===== config.mk =====
export PLATFORM = sky130hd
export DESIGN_NAME = pipe_ctrl_flat
export DESIGN_NICKNAME = d
export VERILOG_FILES = /design/src/rtl/pipe_pkg.sv /design/src/rtl/pipe_ctrl_if.sv /design/src/rtl/pipe_ctrl_perf_counter.sv /design/src/rtl/pipe_ctrl.sv /design/src/flat_wrapper.sv
export SDC_FILE = /design/constraint.sdc
export NUM_CORES = 1
export LEC_CHECK = 0
export ABC_AREA = 1
export ABC_CLOCK_PERIOD_IN_PS = 2500
export BUFFER_PORTS_ARGS = -buffer_cell sky130_fd_sc_hd__buf_4
export CORE_AREA = 4 4 194 196
export CTS_BUF_LIST = sky130_fd_sc_hd__clkbuf_4
export DETAILED_ROUTE_END_ITERATION = 8
export DIE_AREA = 0 0 198 200
export PLACE_DENSITY = 0.66
export SLEW_MARGIN = 20
export SYNTH_ARGS = -nofsm -noshare
export SYNTH_HDL_FRONTEND = slang
export SYNTH_SLANG_ARGS = --single-unit

===== constraint.sdc =====
create_clock -name clk_i -period 2.5 [get_ports clk_i]
set_input_delay 0.375 -clock clk_i [delete_from_list [all_inputs] [get_ports clk_i]]
set_output_delay 0.375 -clock clk_i [all_outputs]
set_load 0.03 [all_outputs]

===== src/rtl/pipe_pkg.sv =====
// Shared types for the pipeline sequencer: FSM state encoding and the
// default performance-counter width.
package pipe_pkg;

  typedef enum logic [1:0] {
    RUN    = 2'd0,
    DRAIN  = 2'd1,
    HALTED = 2'd2
  } state_e;

  localparam int CNT_W_DEF = 64;

endpackage


===== src/rtl/pipe_ctrl_if.sv =====
// Hazard-unit <-> pipeline-sequencer bundle: stage enables, stage flushes,
// fetch qualifier in one direction; stage valids, retire and PC qualifier back.
interface pipe_ctrl_if;

  logic pc_enable_i;
  logic id_enable_i;
  logic ex_enable_i;
  logic mem_enable_i;
  logic wb_enable_i;
  logic id_reset_ni;
  logic ex_reset_ni;
  logic mem_reset_ni;
  logic wb_reset_ni;
  logic fetch_valid_i;

  logic id_valid_o;
  logic ex_valid_o;
  logic mem_valid_o;
  logic wb_valid_o;
  logic retire_o;
  logic pc_advance_o;
  logic pipe_empty_o;

  modport master (
    output pc_enable_i, id_enable_i, ex_enable_i, mem_enable_i, wb_enable_i,
    output id_reset_ni, ex_reset_ni, mem_reset_ni, wb_reset_ni, fetch_valid_i,
    input  id_valid_o, ex_valid_o, mem_valid_o, wb_valid_o,
    input  retire_o, pc_advance_o, pipe_empty_o
  );

  modport slave (
    input  pc_enable_i, id_enable_i, ex_enable_i, mem_enable_i, wb_enable_i,
    input  id_reset_ni, ex_reset_ni, mem_reset_ni, wb_reset_ni, fetch_valid_i,
    output id_valid_o, ex_valid_o, mem_valid_o, wb_valid_o,
    output retire_o, pc_advance_o, pipe_empty_o
  );

endinterface


===== src/rtl/pipe_ctrl_perf_counter.sv =====
// Free-running modulo-2^CNT_W event counter; a synchronous clear overrides
// an increment in the same cycle.
module perf_counter
  import pipe_pkg::*;
#(
  parameter int CNT_W = CNT_W_DEF
) (
  input  logic             clk_i,
  input  logic             rst_ni,
  input  logic             inc_i,
  input  logic             clr_i,
  output logic [CNT_W-1:0] cnt_o
);

  logic [CNT_W-1:0] cnt_q;
  logic [CNT_W-1:0] cnt_d;

  always_comb begin
    cnt_d = cnt_q;
    if (clr_i) begin
      cnt_d = '0;
    end else if (inc_i) begin
      cnt_d = cnt_q + CNT_W'(1);
    end
  end

  always_ff @(posedge clk_i or negedge rst_ni) begin
    if (!rst_ni) begin
      cnt_q <= '0;
    end else begin
      cnt_q <= cnt_d;
    end
  end

  assign cnt_o = cnt_q;

endmodule


===== src/rtl/pipe_ctrl.sv =====
// Stage-valid tracker and sequencer for the 5-stage pipeline: per-register
// valid bits, retire/PC-advance qualifiers, halt/drain FSM and perf counters.
module pipe_ctrl
  import pipe_pkg::*;
#(
  parameter int CNT_W = CNT_W_DEF
) (
  input  logic             clk_i,
  input  logic             rst_ni,
  pipe_ctrl_if.slave       pipe_io,
  input  logic             halt_req_i,
  input  logic             resume_i,
  input  logic             cnt_clr_i,
  output logic             halted_o,
  output logic [CNT_W-1:0] cycle_cnt_o,
  output logic [CNT_W-1:0] instret_cnt_o,
  output logic [CNT_W-1:0] stall_cnt_o,
  output logic [CNT_W-1:0] flush_cnt_o
);

  state_e state_q;
  logic   halted_q;
  logic   id_valid_q, ex_valid_q, mem_valid_q, wb_valid_q;
  logic   id_valid_d, ex_valid_d, mem_valid_d, wb_valid_d;
  logic   run;
  logic   pipe_empty;

  assign run        = (state_q == RUN);
  assign pipe_empty = ~(id_valid_q | ex_valid_q | mem_valid_q | wb_valid_q);

  // Flush wins over enable; outside RUN only bubbles are accepted into IF/ID.
  always_comb begin
    id_valid_d  = id_valid_q;
    ex_valid_d  = ex_valid_q;
    mem_valid_d = mem_valid_q;
    wb_valid_d  = wb_valid_q;
    if (!pipe_io.id_reset_ni)       id_valid_d  = 1'b0;
    else if (pipe_io.id_enable_i)   id_valid_d  = pipe_io.fetch_valid_i & run;
    if (!pipe_io.ex_reset_ni)       ex_valid_d  = 1'b0;
    else if (pipe_io.ex_enable_i)   ex_valid_d  = id_valid_q;
    if (!pipe_io.mem_reset_ni)      mem_valid_d = 1'b0;
    else if (pipe_io.mem_enable_i)  mem_valid_d = ex_valid_q;
    if (!pipe_io.wb_reset_ni)       wb_valid_d  = 1'b0;
    else if (pipe_io.wb_enable_i)   wb_valid_d  = mem_valid_q;
  end

  always_ff @(posedge clk_i or negedge rst_ni) begin
    if (!rst_ni) begin
      id_valid_q  <= 1'b0;
      ex_valid_q  <= 1'b0;
      mem_valid_q <= 1'b0;
      wb_valid_q  <= 1'b0;
    end else begin
      id_valid_q  <= id_valid_d;
      ex_valid_q  <= ex_valid_d;
      mem_valid_q <= mem_valid_d;
      wb_valid_q  <= wb_valid_d;
    end
  end

  always_ff @(posedge clk_i or negedge rst_ni) begin
    if (!rst_ni) begin
      state_q  <= RUN;
      halted_q <= 1'b0;
    end else begin
      case (state_q)
        RUN: begin
          if (halt_req_i) state_q <= DRAIN;
        end
        DRAIN: begin
          if (pipe_empty) begin
            state_q  <= HALTED;
            halted_q <= 1'b1;
          end
        end
        HALTED: begin
          if (resume_i) begin
            state_q  <= RUN;
            halted_q <= 1'b0;
          end
        end
        default: begin
          state_q  <= RUN;
          halted_q <= 1'b0;
        end
      endcase
    end
  end

  assign pipe_io.id_valid_o   = id_valid_q;
  assign pipe_io.ex_valid_o   = ex_valid_q;
  assign pipe_io.mem_valid_o  = mem_valid_q;
  assign pipe_io.wb_valid_o   = wb_valid_q;
  assign pipe_io.retire_o     = wb_valid_q;
  assign pipe_io.pc_advance_o = pipe_io.pc_enable_i & run;
  assign pipe_io.pipe_empty_o = pipe_empty;
  assign halted_o             = halted_q;

  perf_counter #(.CNT_W(CNT_W)) u_cycle (
    .clk_i(clk_i), .rst_ni(rst_ni), .inc_i(1'b1),
    .clr_i(cnt_clr_i), .cnt_o(cycle_cnt_o)
  );

  perf_counter #(.CNT_W(CNT_W)) u_instret (
    .clk_i(clk_i), .rst_ni(rst_ni), .inc_i(wb_valid_q),
    .clr_i(cnt_clr_i), .cnt_o(instret_cnt_o)
  );

  perf_counter #(.CNT_W(CNT_W)) u_stall (
    .clk_i(clk_i), .rst_ni(rst_ni), .inc_i(~pipe_io.id_enable_i),
    .clr_i(cnt_clr_i), .cnt_o(stall_cnt_o)
  );

  perf_counter #(.CNT_W(CNT_W)) u_flush (
    .clk_i(clk_i), .rst_ni(rst_ni), .inc_i(~pipe_io.id_reset_ni),
    .clr_i(cnt_clr_i), .cnt_o(flush_cnt_o)
  );

endmodule


===== src/flat_wrapper.sv =====
// flat-port wrapper written by rule: the top's interface ports become plain ports
module pipe_ctrl_flat import pipe_pkg::*;
#(
  parameter int CNT_W = CNT_W_DEF
)
  (clk_i, rst_ni, halt_req_i, resume_i, cnt_clr_i, halted_o, cycle_cnt_o, instret_cnt_o, stall_cnt_o, flush_cnt_o, pipe_io_pc_enable_i, pipe_io_id_enable_i, pipe_io_ex_enable_i, pipe_io_mem_enable_i, pipe_io_wb_enable_i, pipe_io_id_reset_ni, pipe_io_ex_reset_ni, pipe_io_mem_reset_ni, pipe_io_wb_reset_ni, pipe_io_fetch_valid_i, pipe_io_id_valid_o, pipe_io_ex_valid_o, pipe_io_mem_valid_o, pipe_io_wb_valid_o, pipe_io_retire_o, pipe_io_pc_advance_o, pipe_io_pipe_empty_o);
  pipe_ctrl_if pipe_io_i ();
  input  logic clk_i;
  input  logic rst_ni;
  input  logic halt_req_i;
  input  logic resume_i;
  input  logic cnt_clr_i;
  output logic halted_o;
  output logic [CNT_W-1:0] cycle_cnt_o;
  output logic [CNT_W-1:0] instret_cnt_o;
  output logic [CNT_W-1:0] stall_cnt_o;
  output logic [CNT_W-1:0] flush_cnt_o;
  input wire logic [$bits(pipe_io_i.pc_enable_i)-1:0] pipe_io_pc_enable_i;
  input wire logic [$bits(pipe_io_i.id_enable_i)-1:0] pipe_io_id_enable_i;
  input wire logic [$bits(pipe_io_i.ex_enable_i)-1:0] pipe_io_ex_enable_i;
  input wire logic [$bits(pipe_io_i.mem_enable_i)-1:0] pipe_io_mem_enable_i;
  input wire logic [$bits(pipe_io_i.wb_enable_i)-1:0] pipe_io_wb_enable_i;
  input wire logic [$bits(pipe_io_i.id_reset_ni)-1:0] pipe_io_id_reset_ni;
  input wire logic [$bits(pipe_io_i.ex_reset_ni)-1:0] pipe_io_ex_reset_ni;
  input wire logic [$bits(pipe_io_i.mem_reset_ni)-1:0] pipe_io_mem_reset_ni;
  input wire logic [$bits(pipe_io_i.wb_reset_ni)-1:0] pipe_io_wb_reset_ni;
  input wire logic [$bits(pipe_io_i.fetch_valid_i)-1:0] pipe_io_fetch_valid_i;
  output wire logic [$bits(pipe_io_i.id_valid_o)-1:0] pipe_io_id_valid_o;
  output wire logic [$bits(pipe_io_i.ex_valid_o)-1:0] pipe_io_ex_valid_o;
  output wire logic [$bits(pipe_io_i.mem_valid_o)-1:0] pipe_io_mem_valid_o;
  output wire logic [$bits(pipe_io_i.wb_valid_o)-1:0] pipe_io_wb_valid_o;
  output wire logic [$bits(pipe_io_i.retire_o)-1:0] pipe_io_retire_o;
  output wire logic [$bits(pipe_io_i.pc_advance_o)-1:0] pipe_io_pc_advance_o;
  output wire logic [$bits(pipe_io_i.pipe_empty_o)-1:0] pipe_io_pipe_empty_o;
  assign pipe_io_i.pc_enable_i = pipe_io_pc_enable_i;
  assign pipe_io_i.id_enable_i = pipe_io_id_enable_i;
  assign pipe_io_i.ex_enable_i = pipe_io_ex_enable_i;
  assign pipe_io_i.mem_enable_i = pipe_io_mem_enable_i;
  assign pipe_io_i.wb_enable_i = pipe_io_wb_enable_i;
  assign pipe_io_i.id_reset_ni = pipe_io_id_reset_ni;
  assign pipe_io_i.ex_reset_ni = pipe_io_ex_reset_ni;
  assign pipe_io_i.mem_reset_ni = pipe_io_mem_reset_ni;
  assign pipe_io_i.wb_reset_ni = pipe_io_wb_reset_ni;
  assign pipe_io_i.fetch_valid_i = pipe_io_fetch_valid_i;
  assign pipe_io_id_valid_o = pipe_io_i.id_valid_o;
  assign pipe_io_ex_valid_o = pipe_io_i.ex_valid_o;
  assign pipe_io_mem_valid_o = pipe_io_i.mem_valid_o;
  assign pipe_io_wb_valid_o = pipe_io_i.wb_valid_o;
  assign pipe_io_retire_o = pipe_io_i.retire_o;
  assign pipe_io_pc_advance_o = pipe_io_i.pc_advance_o;
  assign pipe_io_pipe_empty_o = pipe_io_i.pipe_empty_o;
  pipe_ctrl #(.CNT_W(CNT_W)) u_core (.clk_i(clk_i), .rst_ni(rst_ni), .pipe_io(pipe_io_i), .halt_req_i(halt_req_i), .resume_i(resume_i), .cnt_clr_i(cnt_clr_i), .halted_o(halted_o), .cycle_cnt_o(cycle_cnt_o), .instret_cnt_o(instret_cnt_o), .stall_cnt_o(stall_cnt_o), .flush_cnt_o(flush_cnt_o));
endmodule

After elaboration in Yosys (flattened, before gate mapping)
Cells that the tools add are included.
{ "word_totals": {"regBits": 263, "inputBits": 15, "output_inout_bits": 264, "elab_cells": 58} }
{ "classes": {"n_addsub": 4, "eq_ne": 11, "mux": 22, "bitwise": 7, "reduce_logical": 4} }
{ "ops": {"columns": ["cell", "n"], "rows": [
  ["$mux 64", 7],
  ["$add 64x1->64 const B", 4],
  ["$ne 2x2->1 const B", 9],
  ["$mux 1", 10],
  ["$mux 2", 3],
  ["$pmux 2 s3", 1],
  ["$reduce_and 3->1", 2],
  ["$or 1x1->1", 3],
  ["$pmux 1 s3", 1],
  ["$and 1x1->1", 2],
  ["$eq 2x1->1 const B", 1],
  ["$eq 2x2->1 const B", 1],
  ["$logic_not 2->1", 1],
  ["$not 1->1", 2],
  ["$reduce_bool 2->1", 1]
]} }

Longest topological paths before layout
{ "depth": {"word_depth": 5, "depth_mapped": 11, "mapped_depth_nobuf": 11} }

Cells and area by module
A second synthesis with hierarchy kept.
{ "unflattened": {"hier_cells": 2574, "area_unflattened_um2": 17156.5} }
{ "modules_own_cells": {"columns": ["mod", "n_inst", "cells_each", "area_per_inst_um2", "seq_area_each_um2"], "rows": [
  ["perf_counter", 4, 633, 4205.3, 1601.5],
  ["pipe_ctrl", 1, 42, 335.3, 175.2]
]} }

Worst setup path before layout
No wires, ideal clock.
{ "synth_timing": {"path_kind": "register to register", "start": "register u_core.u_cycle.cnt_q[0], in the netlist u_core.u_cycle.cnt_o[0]", "end": "register u_core.u_cycle.cnt_q[38], in the netlist u_core.u_cycle.cnt_o[38]", "setup_ns": 0.120, "t_arrival_ns": 1.738, "required_time_ns": 2.380, "setup_slack_ns": 0.642, "stages_incl_launch_ff": 11, "path_buffers": 0, "synth_period_minus_slack_ns": 1.858, "path_cell_list": "dfrtp_1 > ha_1 > nand2_1 > nor2_2 > nand2_4 > nor2_4 > nand2_2 > nor2_2 > nand2_1 > o21ai_0 > nor2_1"} }
{ "synth_via": {"elab_chain_len": 2} }
{ "synth_lines": {"columns": ["item", "line_no", "rtl"], "rows": [
  ["from (decl)", "pipe_ctrl_perf_counter.sv:15", "logic [CNT_W-1:0] cnt_q;"],
  ["from (signal assigned)", "pipe_ctrl_perf_counter.sv:31", "cnt_q <= cnt_d;"],
  ["$add 64x1->64", "pipe_ctrl_perf_counter.sv:23", "cnt_d = cnt_q + CNT_W'(1);"],
  ["$mux 64", "pipe_ctrl_perf_counter.sv:20", "if (clr_i) begin"],
  ["via u_core.u_cycle.cnt_d[38]", "pipe_ctrl_perf_counter.sv:16", "logic [CNT_W-1:0] cnt_d;"]
]} }
The timed path passes the listed nets, and every way through them passes these cells.
A chain may end at the register's enable or synchronous reset.

Final worst setup path
{ "layout_timing": {"start": "register u_core.wb_valid_q, in the netlist u_core.pipe_io.retire_o", "end": "output port pipe_io_pipe_empty_o"} }
{ "layout_via": {"elab_chain_len": 2} }
{ "layout_lines": {"columns": ["item", "line_no", "rtl"], "rows": [
  ["from (decl)", "pipe_ctrl.sv:23", "logic id_valid_q, ex_valid_q, mem_valid_q, wb_valid_q;"],
  ["from (signal assigned)", "pipe_ctrl.sv:57", "wb_valid_q <= wb_valid_d;"],
  ["$or 1x1->1", "pipe_ctrl.sv:29", "assign pipe_empty = ~(id_valid_q | ex_valid_q | mem_valid_q | wb_valid_q);"],
  ["$not 1->1", "pipe_ctrl.sv:29", null],
  ["to (decl)", "flat_wrapper.sv:34", "output wire logic [$bits(pipe_io_i.pipe_empty_o)-1:0] pipe_io_pipe_empty_o;"]
]} }
Every way passes these cells.

==> metrics.md <==
| Metric | Value |
|---|---|
| Asr flop ratio synth | 100.0% |
| Unrepaired setup endpoints after global routing | false |
| Total gr overflow | 0 |
| WP data arrival | between 1500 and 2000 ps |
| IO Pins | 279 |
| Syn avg cell area | between 6 and 7 um2 |
| Final count of hold timing violations | 0 |
| Reg2reg path depth | 10 |
| Max_cap viols | 0 |
| Max_slew headroom | 55.09% |
| Vias/cell | 5.232 |
| Nets@finish | around 2.8k |
| Static Leak | 8.784 nW |
| Area leader, netlist | dfrtp_1 |
| RD Place Congestion | 0.9556 |
| #FFs+latches synth | 263 |
| Post-route ant nets | 0 |
| Root buffer cell | clkbuf_4 |
| PostCTS Resize Cnt | 0 |
| PD cells | 450.4 nW/um2 |
| Synth warn | 0 |
| Crit-path max cell delay | 470 ps |
| Number of global-route vias before repair | around 17k |
| Worst Hold Class | input pin to flip-flop |
| # fillers | about 3.7k |
| Worst Setup Start Kind | flip-flop |
| Skew-Pair Late Insertion Delay | 750 ps |
| Hold Crit Depth | 4 |
| Tcrit/Tclk final | 91.30% |
| Area grow syn2layout | 23.88% |
| Clk sink count | 263 |
| DRT Pass-1 Iters | 6 |
| Cell count after placement | roughly 3.2k |
| Top-count cell post-synth | nand2_1 |
| Detailed placement HPWL | 43660 um |
| Setup total negative slack | 0 ps |
| CP Max Fanout | 6 |
| Via count | between 15k and 20k |
| TritonCTS clock tree | yes |
| Top FF cell, synth | dfrtp_1 |
| Max Freq | 438.1 MHz |
| Required @ worst endpoint | 2120 ps |
| # Post-CTS Setup Buffers | 0 |
| DR iter-0 viols | 1198 |
| Detailed-route wire length | 56500 um |
| Die X | 198 um |
| Buffers on Ports | 278 |
| End of the worst hold path | u_core.u_stall.cnt_o[62]$_DFFE_PN0P_ |
| Status | finished, final reports clean |
| Final Max Tran Viols | 0 |
| Worst R2R Start | u_core.u_flush.cnt_o[0]$_DFFE_PN0P_ |
| Post-Syn Area | between 15000 and 20000 um2 |
| CTS buffer count | 78 |
| Design area | 19800 um2 |
| Post-synth top area share | about 40% |
| CP cell instances | buf_4, inv_1, nand2_1, inv_1, buf_4 |
| Synth Instances | 2420 |
| Endpoints failing setup | 0 |
| Syn_nets | 2439 |
| Maximum vdd ir drop | between 0.3 and 0.4 mV |
| Post-synthesis sequential area ratio | ~40% |
| DRC violation count after routing | 0 |
| Post-synth EDFFs | 0 |
| Finished Layout Cells | 3298 |
| Max clock buf depth | 3 |
| Largest net degree at the start of global routing | 65 |
| Wire length per cell after detailed routing | 17.13 um |
| Die Area | 39600 um2 |
| Initial Util | 44.29% |
| Synth unique cells | 41 |
| Worst setup EP type | output port |
| Die height | 200 um |
| Synth top area cells | dfrtp_1, nand2_1, nor2_1 |
| Initial antenna violation count | 1 |
| CTS H-tree depth | 3 |
| Final min period | 2282 ps |
| Actual transition at the worst max-transition pin | between 600 and 700 ps |
| Hold WS | 71.88 ps |
| Post-DP Area | 18720 um2 |
| R2R setup slack | 460 ps |
| GRT Total Usage | 28.02% |
| Worst-path clk slew | 60 ps |
| Hold Crit Start | cnt_clr_i |
| Critical path class | flip-flop to output port |
| CP max stage cell | dfrtp_1 |
| First-pass GRT wire length | 88740 um |
| Row count | 70 |
| Synth cell count leaders | nand2_1, nor2_1, dfrtp_1 |
| Core box area | 36080 um2 |
| Crit Reg-Reg Endpoint | u_core.u_flush.cnt_o[44]$_DFFE_PN0P_ |
| Layout cell share with drive strength beyond 1 | 17.71% |
| Clock skew | 38.31 ps |
## critical path: cells and delay by family (launching register included)
family,cells,cell delay (ps)
buffers and inverters,4,590
DFF,1,470
and+or+nand+nor,1,100
## cell usage in the layout, fill, tap and decap left out, types with 2 or more instances in the layout
| cell type | n |
|---|---|
| nor2_1 | 607 |
| nor2_2 | 35 |
| nand2_1 | 674 |
| nand4_1 | 55 |
| nand3_1 | 106 |
| inv_2 | 11 |
| a21oi_1 | 114 |
| clkinv_1 | 20 |
| nand2_2 | 18 |
| nor3_1 | 36 |
| nor3_2 | 6 |
| a31oi_1 | 8 |
| o221ai_1 | 2 |
| nor2_4 | 17 |
| buf_12 | 7 |
| o21a_1 | 4 |
| dfrtp_1 | 263 |
| xnor2_1 | 6 |
| xor2_1 | 19 |
| buf_4 | 283 |
| o21ai_1 | 3 |
| nand3b_1 | 6 |
| dlygate4sd3_1 | 13 |
| a211oi_1 | 2 |
| nand3_2 | 6 |
| nor3b_1 | 4 |
| and2_1 | 10 |
| clkbuf_4 | 109 |
| o21bai_1 | 4 |
| inv_1 | 253 |
| o21ai_0 | 111 |
| ha_1 | 4 |
## report_power, final
group	switching, mW	total, mW	internal (mW)
Combinational	0.349	0.508	0.159
Clock	1.97	4.08	2.10
Sequential	0.0383	4.33	4.30
## stage by stage
step	util (%)	power [mW]	setup slack, ps
final	54.86	8.916	217.6
after global routing	54.86	9.340	131.3
after CTS	54.85	9.065	141.4
after detailed placement	51.89	4.901	500.1
after global placement	51.89	4.886	583.4
after floorplan	-	4.639	642.4
## how the worst max path moves through the flow
stage                                              startpoint                              endpoint  slack [ps]  cells after the start
after global routing      u_core.pipe_io.retire_o$_DFFE_PN0P_                  pipe_io_pipe_empty_o         130                      5
after CTS                 u_core.pipe_io.retire_o$_DFFE_PN0P_                  pipe_io_pipe_empty_o         140                      5
after floorplan             u_core.u_cycle.cnt_o[0]$_DFF_PN0_    u_core.u_cycle.cnt_o[38]$_DFF_PN0_         640                     10
after global placement    u_core.u_flush.cnt_o[0]$_DFFE_PN0P_  u_core.u_flush.cnt_o[62]$_DFFE_PN0P_         580                     10
after detailed placement  u_core.u_flush.cnt_o[0]$_DFFE_PN0P_  u_core.u_flush.cnt_o[44]$_DFFE_PN0P_         500                     10
final                     u_core.pipe_io.retire_o$_DFFE_PN0P_                  pipe_io_pipe_empty_o         220                      5
## metal layers
metal / wire, um / up-vias / global-route usage, %
met3: 4277 / 115 / 5.354
met4: 1469 / 0 / 9.411
li1: - / 8415 / -
met1: 24270 / 8106 / 37.70
met5: 0 / - / 0
met2: 26480 / 619 / 45.86
## what timing repair did
item,CTS,global route
hold buffers,13,0
setup endpoints to repair,0,0
endpoints found under the hold margin,257,0
## area by class of cell
| type | instances | area (um2) | share of cell area (%) |
|---|---|---|---|
| Multi-Input combinational cell | 1866 | 8289 | 41.87 |
| Sequential cell | 263 | 6581 | 33.24 |
| Tap cell | 468 | 585.6 | 2.958 |
| Clock buffer | 109 | 818.3 | 4.133 |
| Timing Repair Buffer | 304 | 2410 | 12.17 |
| Inverter | 262 | 988.4 | 4.993 |
| Clock inverter | 25 | 121.4 | 0.6131 |
| Antenna cell | 1 | 2.502 | 0.01264 |
## kinds of logic (layout without fill, tap and decap cells)
| logic type | after synthesis | count (layout) | synth area share [%] |
|---|---|---|---|
| buffers and inverters | 291 | 700 | 6.945 |
| AND/OR/NAND/NOR | 1587 | 1587 | 42.05 |
| adder cells (fa/ha/maj) | 4 | 4 | 0.3132 |
| XOR/XNOR | 25 | 25 | 1.370 |
| AO/OA/AOI/OAI | 250 | 250 | 8.135 |
| flip-flops | 263 | 263 | 41.18 |
| other | 0 | 1 | 0 |
## sequential cells by signal (all words and copies together) (netlist names), 2 cells and up
register and count:
u_core.state_q 2, u_core.u_cycle.cnt_o 64, u_core.u_flush.cnt_o 64, u_core.u_instret.cnt_o 64
u_core.u_stall.cnt_o 64
(Power assumes the default switching activity.)
